File: config.mk
export PLATFORM = sky130hd
export DESIGN_NAME = writeback_regfile_flat
export DESIGN_NICKNAME = d
export VERILOG_FILES = /design/src/rtl/writeback_regfile_pkg.sv /design/src/rtl/writeback_regfile_if.sv /design/src/rtl/writeback_regfile_wb_mux.sv /design/src/rtl/writeback_regfile.sv /design/src/flat_wrapper.sv
export SDC_FILE = /design/constraint.sdc
export NUM_CORES = 2
export LEC_CHECK = 0
export ABC_CLOCK_PERIOD_IN_PS = 2900
export BUFFER_PORTS_ARGS = -buffer_cell sky130_fd_sc_hd__buf_2
export CELL_PAD_IN_SITES_DETAIL_PLACEMENT = 1
export CELL_PAD_IN_SITES_GLOBAL_PLACEMENT = 2
export CORE_MARGIN = 3
export CORE_UTILIZATION = 46
export CTS_BUF_LIST = sky130_fd_sc_hd__clkbuf_16
export DETAILED_ROUTE_END_ITERATION = 10
export PLACE_DENSITY = 0.77
export SLEW_MARGIN = 20
export SYNTH_ARGS = -nofsm -noshare
export SYNTH_HDL_FRONTEND = slang
export SYNTH_HIERARCHICAL = 1
export SYNTH_SLANG_ARGS = --single-unit
export TNS_END_PERCENT = 1
File: constraint.sdc
create_clock -name clk_i -period 2.9 [get_ports clk_i]
set_input_delay 0.435 -clock clk_i [delete_from_list [all_inputs] [get_ports clk_i]]
set_output_delay 0.435 -clock clk_i [all_outputs]
set_load 0.03 [all_outputs]
File: src/rtl/writeback_regfile_pkg.sv
// Shared CPU package: datapath width default, register address width,
// the x0 address constant and a helper that decides whether a register
// address names real, writable storage.
package writeback_regfile_pkg;

  localparam int DATA_W_DEF = 32;
  localparam int REG_N_DEF  = 32;
  localparam int REG_ADDR_W = 5;
  localparam int COUNT_W    = 32;

  typedef logic [REG_ADDR_W-1:0] reg_addr_t;

  localparam reg_addr_t X0_ADDR = '0;

  // True when addr refers to a storage register: not x0 and below reg_n.
  // Addresses at or above reg_n only exist when reg_n < 32 and behave like x0.
  function automatic logic addr_writable(input reg_addr_t addr, input int unsigned reg_n);
    return (addr != X0_ADDR) && (32'(addr) < reg_n);
  endfunction

endpackage

File: src/rtl/writeback_regfile_if.sv
// MEM/WB writeback and ID-stage read bus of the register file.
// Write qualifier: a write is offered whenever RegWrite_i is high during a
// cycle; there is no ready/back-pressure, the register file accepts it on the
// next rising clock edge unless reset is low or the target is x0/out of range.
interface writeback_regfile_if
  import writeback_regfile_pkg::*;
#(
  parameter int DATA_W = DATA_W_DEF
);

  logic              RegWrite_i;
  logic              MemtoReg_i;
  logic [DATA_W-1:0] ALUResult_i;
  logic [DATA_W-1:0] Memdata_i;
  reg_addr_t         RDaddr_i;
  reg_addr_t         RS1addr_i;
  reg_addr_t         RS2addr_i;
  logic [DATA_W-1:0] RS1data_o;
  logic [DATA_W-1:0] RS2data_o;
  logic [DATA_W-1:0] WBdata_o;
  logic [COUNT_W-1:0] WBcount_o;

  // Pipeline side: drives writeback and read addresses, consumes read data.
  modport master (
    output RegWrite_i, MemtoReg_i, ALUResult_i, Memdata_i,
    output RDaddr_i, RS1addr_i, RS2addr_i,
    input  RS1data_o, RS2data_o, WBdata_o, WBcount_o
  );

  // Register file side.
  modport slave (
    input  RegWrite_i, MemtoReg_i, ALUResult_i, Memdata_i,
    input  RDaddr_i, RS1addr_i, RS2addr_i,
    output RS1data_o, RS2data_o, WBdata_o, WBcount_o
  );

endinterface

File: src/rtl/writeback_regfile_wb_mux.sv
// Writeback source select: load data or ALU result, purely combinational so
// the chosen value is available to EX-stage forwarding in the same cycle.
module wb_mux
  import writeback_regfile_pkg::*;
#(
  parameter int DATA_W = DATA_W_DEF
) (
  input  logic              sel_mem,
  input  logic [DATA_W-1:0] alu_result,
  input  logic [DATA_W-1:0] mem_data,
  output logic [DATA_W-1:0] wb_data
);

  // 2:1 select, no register stage.
  always_comb begin
    wb_data = sel_mem ? mem_data : alu_result;
  end

endmodule

File: src/rtl/writeback_regfile.sv
// Architectural register file with writeback mux, write-before-read bypass
// on both read ports and a count of committed writes.
// x0 and any address >= REG_N read as zero and silently drop writes.
module writeback_regfile
  import writeback_regfile_pkg::*;
#(
  parameter int DATA_W = DATA_W_DEF,
  parameter int REG_N  = REG_N_DEF
) (
  input logic                clk_i,
  input logic                rst_i,
  writeback_regfile_if.slave bus
);

  logic [DATA_W-1:0]  regs_q [1:REG_N-1];
  logic [COUNT_W-1:0] wb_count_q;
  logic [DATA_W-1:0]  wb_data;
  logic [DATA_W-1:0]  rs1_data;
  logic [DATA_W-1:0]  rs2_data;
  logic               commit;

  wb_mux #(
    .DATA_W (DATA_W)
  ) u_wb_mux (
    .sel_mem    (bus.MemtoReg_i),
    .alu_result (bus.ALUResult_i),
    .mem_data   (bus.Memdata_i),
    .wb_data    (wb_data)
  );

  // A write commits only out of reset, when enabled, to a real register.
  always_comb begin
    commit = rst_i && bus.RegWrite_i && addr_writable(bus.RDaddr_i, REG_N);
  end

  // Register storage; reset clears everything asynchronously and wins over
  // a write presented on the same edge.
  always_ff @(posedge clk_i or negedge rst_i) begin
    if (!rst_i) begin
      for (int i = 1; i < REG_N; i++) begin
        regs_q[i] <= '0;
      end
    end else if (commit) begin
      regs_q[bus.RDaddr_i] <= wb_data;
    end
  end

  // Committed-write counter, wraps naturally at 2^COUNT_W.
  always_ff @(posedge clk_i or negedge rst_i) begin
    if (!rst_i) begin
      wb_count_q <= '0;
    end else if (commit) begin
      wb_count_q <= wb_count_q + COUNT_W'(1);
    end
  end

  // Read ports with independent bypass of the in-flight writeback value;
  // during reset both ports read zero and nothing is bypassed.
  always_comb begin
    rs1_data = '0;
    rs2_data = '0;
    if (rst_i) begin
      if (addr_writable(bus.RS1addr_i, REG_N)) begin
        rs1_data = (commit && (bus.RS1addr_i == bus.RDaddr_i)) ? wb_data
                                                               : regs_q[bus.RS1addr_i];
      end
      if (addr_writable(bus.RS2addr_i, REG_N)) begin
        rs2_data = (commit && (bus.RS2addr_i == bus.RDaddr_i)) ? wb_data
                                                               : regs_q[bus.RS2addr_i];
      end
    end
  end

  assign bus.RS1data_o = rs1_data;
  assign bus.RS2data_o = rs2_data;
  assign bus.WBdata_o  = wb_data;
  assign bus.WBcount_o = wb_count_q;

endmodule
File: src/flat_wrapper.sv
// flat-port wrapper written by rule: the top's interface ports become plain ports
module writeback_regfile_flat import writeback_regfile_pkg::*;
#(
  parameter int DATA_W = DATA_W_DEF,
  parameter int REG_N  = REG_N_DEF
)
  (clk_i, rst_i, bus_RegWrite_i, bus_MemtoReg_i, bus_ALUResult_i, bus_Memdata_i, bus_RDaddr_i, bus_RS1addr_i, bus_RS2addr_i, bus_RS1data_o, bus_RS2data_o, bus_WBdata_o, bus_WBcount_o);
  writeback_regfile_if #(.DATA_W(DATA_W)) bus_i ();
  input logic clk_i;
  input logic rst_i;
  input wire logic [$bits(bus_i.RegWrite_i)-1:0] bus_RegWrite_i;
  input wire logic [$bits(bus_i.MemtoReg_i)-1:0] bus_MemtoReg_i;
  input wire logic [$bits(bus_i.ALUResult_i)-1:0] bus_ALUResult_i;
  input wire logic [$bits(bus_i.Memdata_i)-1:0] bus_Memdata_i;
  input wire logic [$bits(bus_i.RDaddr_i)-1:0] bus_RDaddr_i;
  input wire logic [$bits(bus_i.RS1addr_i)-1:0] bus_RS1addr_i;
  input wire logic [$bits(bus_i.RS2addr_i)-1:0] bus_RS2addr_i;
  output wire logic [$bits(bus_i.RS1data_o)-1:0] bus_RS1data_o;
  output wire logic [$bits(bus_i.RS2data_o)-1:0] bus_RS2data_o;
  output wire logic [$bits(bus_i.WBdata_o)-1:0] bus_WBdata_o;
  output wire logic [$bits(bus_i.WBcount_o)-1:0] bus_WBcount_o;
  assign bus_i.RegWrite_i = bus_RegWrite_i;
  assign bus_i.MemtoReg_i = bus_MemtoReg_i;
  assign bus_i.ALUResult_i = bus_ALUResult_i;
  assign bus_i.Memdata_i = bus_Memdata_i;
  assign bus_i.RDaddr_i = bus_RDaddr_i;
  assign bus_i.RS1addr_i = bus_RS1addr_i;
  assign bus_i.RS2addr_i = bus_RS2addr_i;
  assign bus_RS1data_o = bus_i.RS1data_o;
  assign bus_RS2data_o = bus_i.RS2data_o;
  assign bus_WBdata_o = bus_i.WBdata_o;
  assign bus_WBcount_o = bus_i.WBcount_o;
  writeback_regfile #(.DATA_W(DATA_W), .REG_N(REG_N)) u_core (.clk_i(clk_i), .rst_i(rst_i), .bus(bus_i));
endmodule
==> impl_metrics.csv <==
group,metric,value,unit
clocking,htree_num_levels,3,
layout,diodes,0,
synth,yosys-top-cells-count,"1024 x dfrtp_1, 1024 x mux2_2, 419 x mux4_2, 176 x clkbuf_1, 152 x buf_2",
global_route,grt_first_pass_wirelength,308000,um
synth,synth_edf_count,0,
floorplan,dieWidth,355,um
synth,netlist.area_leader.share,0.458,
synth,synth-seq-cells,1024,
layout,finalNetCount,4363,
detailed_routing,avgRoutedWirePerCell,35.5,um
timing,maxSlewHeadroom,0.296,
floorplan,ios,211,
critical_path,path_common_cell,"mux4_2",
power_and_ir_drop,p_per_area,603,mW/mm2
synth,yosysWarnings,6,
floorplan,die_area,0.126,mm2
critical_path,critical_path_class,"reg -> out",
timing,worst_pin_slew,1060,ps
global_route,grt_max_degree,168,
synth,synth_cells,3899,
synth,synth_seq_area_share,0.458,
floorplan,start_util,0.465,
critical_path,slowest_stage,"mux4_2",
global_route,grt.overflow.total,0,
global_route,antenna_found_initial,2,
timing,fin_ws,-263,ps
timing,rsz0062_at_grt,"true",
detailed_routing,via_count,39900,
synth,synth_top_area_cell,"dfrtp_1",
synth,async_reset_ff_frac,1.00,
synth,yosys-top-cells-area,"dfrtp_1 46%, mux2_2 21%, mux4_2 17%",
critical_path,max_stage_delay,510,ps
critical_path,path_cells,"mux4_2, mux4_2, a2111oi_4, nor3_2, buf_4",
critical_path,rr_startpoint,"u_core/bus.WBcount_o[4]",
global_route,gr-usage-all-layers,0.336,
floorplan,core,0.120,mm2
run,drv_cap,0,
critical_path,crit_family,"multiplexers",
timing,holdWs,64.4,ps
timing,skew,6.15,ps
clocking,clock_sinks,1024,
hold_path,hold_path.class,"in -> async",
synth,syn_area_per_cell,14.4,um2
clocking,numCtsBuffers,117,
clocking,root_buffer,"clkbuf_16",
synth,synthesis.nets,3983,
floorplan,die_h,355,um
layout,drive_gt1_frac,0.568,
timing,drv_slew,0,
place,placed_cell_area,0.0623,mm2
detailed_routing,initialDrtViolationCount,4108,
timing,fin_crit,3160,ps
timing,setup_violations,48,
clocking,clock_path_buffers,3,
detailed_routing,wl,212000,um
clocking,insertion_delay,700,ps
critical_path,worstPathArrival,2730,ps
critical_path,cp-start-kind,"register",
power_and_ir_drop,leakagePower,30.1,nW
status,violations,"setup timing",
detailed_routing,post-route-drc-count,0,
timing,timing_hold_violations_final,0,
clocking,clkTransAtPathRegs,60,ps
floorplan,row_count,127,
layout,nFillCells,11500,
global_route,grt_pass1_vias,42200,
timing,fin_crit_sh,1.09,
detailed_routing,firstDrtPassIters,5,
synth,synth_cell_types,67,
synth,syn-cell-area,0.0560,mm2
place,port_buffers,210,
critical_path,r2r-end,"u_core/bus.WBcount_o[12]",
power_and_ir_drop,ir_worst_vdd,0.000507,V
critical_path,cp_max_fo,3,
synth,synth_ff_type,"dfrtp_1",
critical_path,crit_required,2470,ps
critical_path,r2r_setup_slack,800,ps
detailed_routing,vias_per_cell,6.67,
detailed_routing,ant_nets,0,
clocking,cts_tree,"yes",
status,outcome,"finished, violations left",
critical_path,reg2reg_depth,5,
layout,final_cell_area,0.0668,mm2
critical_path,end_kind,"output port",
timing,clock.fmax,0.316,GHz
critical_path,crit_cells,5,
layout,syn_to_final_growth,19.3,%
critical_path,worst-path-buf-inv,1,
place,place_congestion,0.868,
clocking,cts_hold_buf,0,
place,place_hpwl,139000,um
==> cell usage in the layout, fill, tap and decap left out, drive strengths merged, types with 7 or more instances in the layout <==
cell and n:
clkbuf 119, a32o 11, nor2b 25, nor3 58, a22oi 32, a32oi 10
and3 12, mux2 1085, a22o 7, nand3 20, xor2 15, mux4 419
xnor2 26, o32ai 10, nor2 107, a21oi 43, o21ai 65, nor4 7
and2 8, o22a 19, nand2b 14, and4 7, nand2 84, buf 673
o22ai 40, clkinv 56, a211oi 24, a31oi 9, a221o 15, inv 37
a221oi 68, dfrtp 1024, nand4 19, mux2i 150
==> tightest hold or removal path, cell delays in order <==
cell and delay, ps:
buf_8 120, buf_4 210, buf_12 510
==> registers in the layout, indices dropped and copies added (netlist names) <==
| register | count |
|---|---|
| u_core/bus.WBcount_o | 32 |
| u_core/regs_q | 992 |
==> how the worst max path moves through the flow <==
| stage | from | end |
|---|---|---|
| 3_5_place_dp | bus_RS2addr_i[3] | bus_RS2data_o[29] |
| 3_3_place_gp | bus_RS2addr_i[3] | bus_RS2data_o[29] |
| 4_1_cts | u_core/regs_q[798] | bus_RS1data_o[30] |
| 2_1_floorplan | bus_RS1addr_i[0] | bus_RS1data_o[10] |
| 6_report | u_core/regs_q[830] | bus_RS1data_o[30] |
| 5_1_grt | u_core/regs_q[798] | bus_RS1data_o[30] |
==> cells by family (layout without fill, tap and decap cells) <==
kind of cell,after synthesis,count (layout),synth area share
simple gates,378,378,0.0336
fa+ha+maj,1,1,0.000223
xor+xnor,41,41,0.00641
compound gates,382,382,0.0498
buf+inv,419,893,0.0370
flops,1024,1024,0.458
mux,1654,1654,0.415
==> report_power, final <==
part           total (mW)  switching [mW]  internal [mW]  leakage, nW
combinational        8.38            3.90           4.48         14.6
sequential           17.9            1.60           16.3         13.6
clock                14.0            6.21           7.80         1.84
==> metrics by stage <==
stage | cells | setup TNS, ps | setup WS (ps) | total power [mW] | util
2_1_floorplan | 3899 | 0 | 21.1 | 22.9 | -
4_1_cts | 5985 | -4280 | -291 | 40.3 | 0.552
3_3_place_gp | 5768 | -7240 | -303 | 25.6 | 0.517
3_5_place_dp | 5769 | -6490 | -321 | 26.0 | 0.517
6_report | 5985 | -4360 | -263 | 40.3 | 0.555
5_1_grt | 5985 | -7020 | -337 | 41.8 | 0.555
==> final cells by class <==
class                      instances  area (um2)  area share
clock buffer                     119        2980      0.0446
multi-input combinational       2456       29200       0.437
inverter                           7        32.5    0.000487
timing repair buffer             673        6400      0.0957
sequential                      1024       25600       0.383
tap                             1612        2020      0.0302
clock inverter                    94         551     0.00824
==> per-layer routing <==
metal / vias up / GRT usage / share of wire
li1: 15800 / - / -
met1: 21700 / 0.465 / 0.41
met2: 1810 / 0.520 / 0.46
met3: 512 / 0.0700 / 0.080
met4: 0 / 0.136 / 0.051
met5: - / 0 / 0
==> what timing repair did <==
| action | 4_1_cts | 5_1_grt |
|---|---|---|
| endpoints found under the setup margin | 63 | 64 |
| pin swaps | 36 | 13 |
| setup buffers | 3 | 0 |
| cloned | 0 | 0 |
| gates resized for setup | 177 | 75 |
Note: power is estimated with default switching activity, not from simulation.
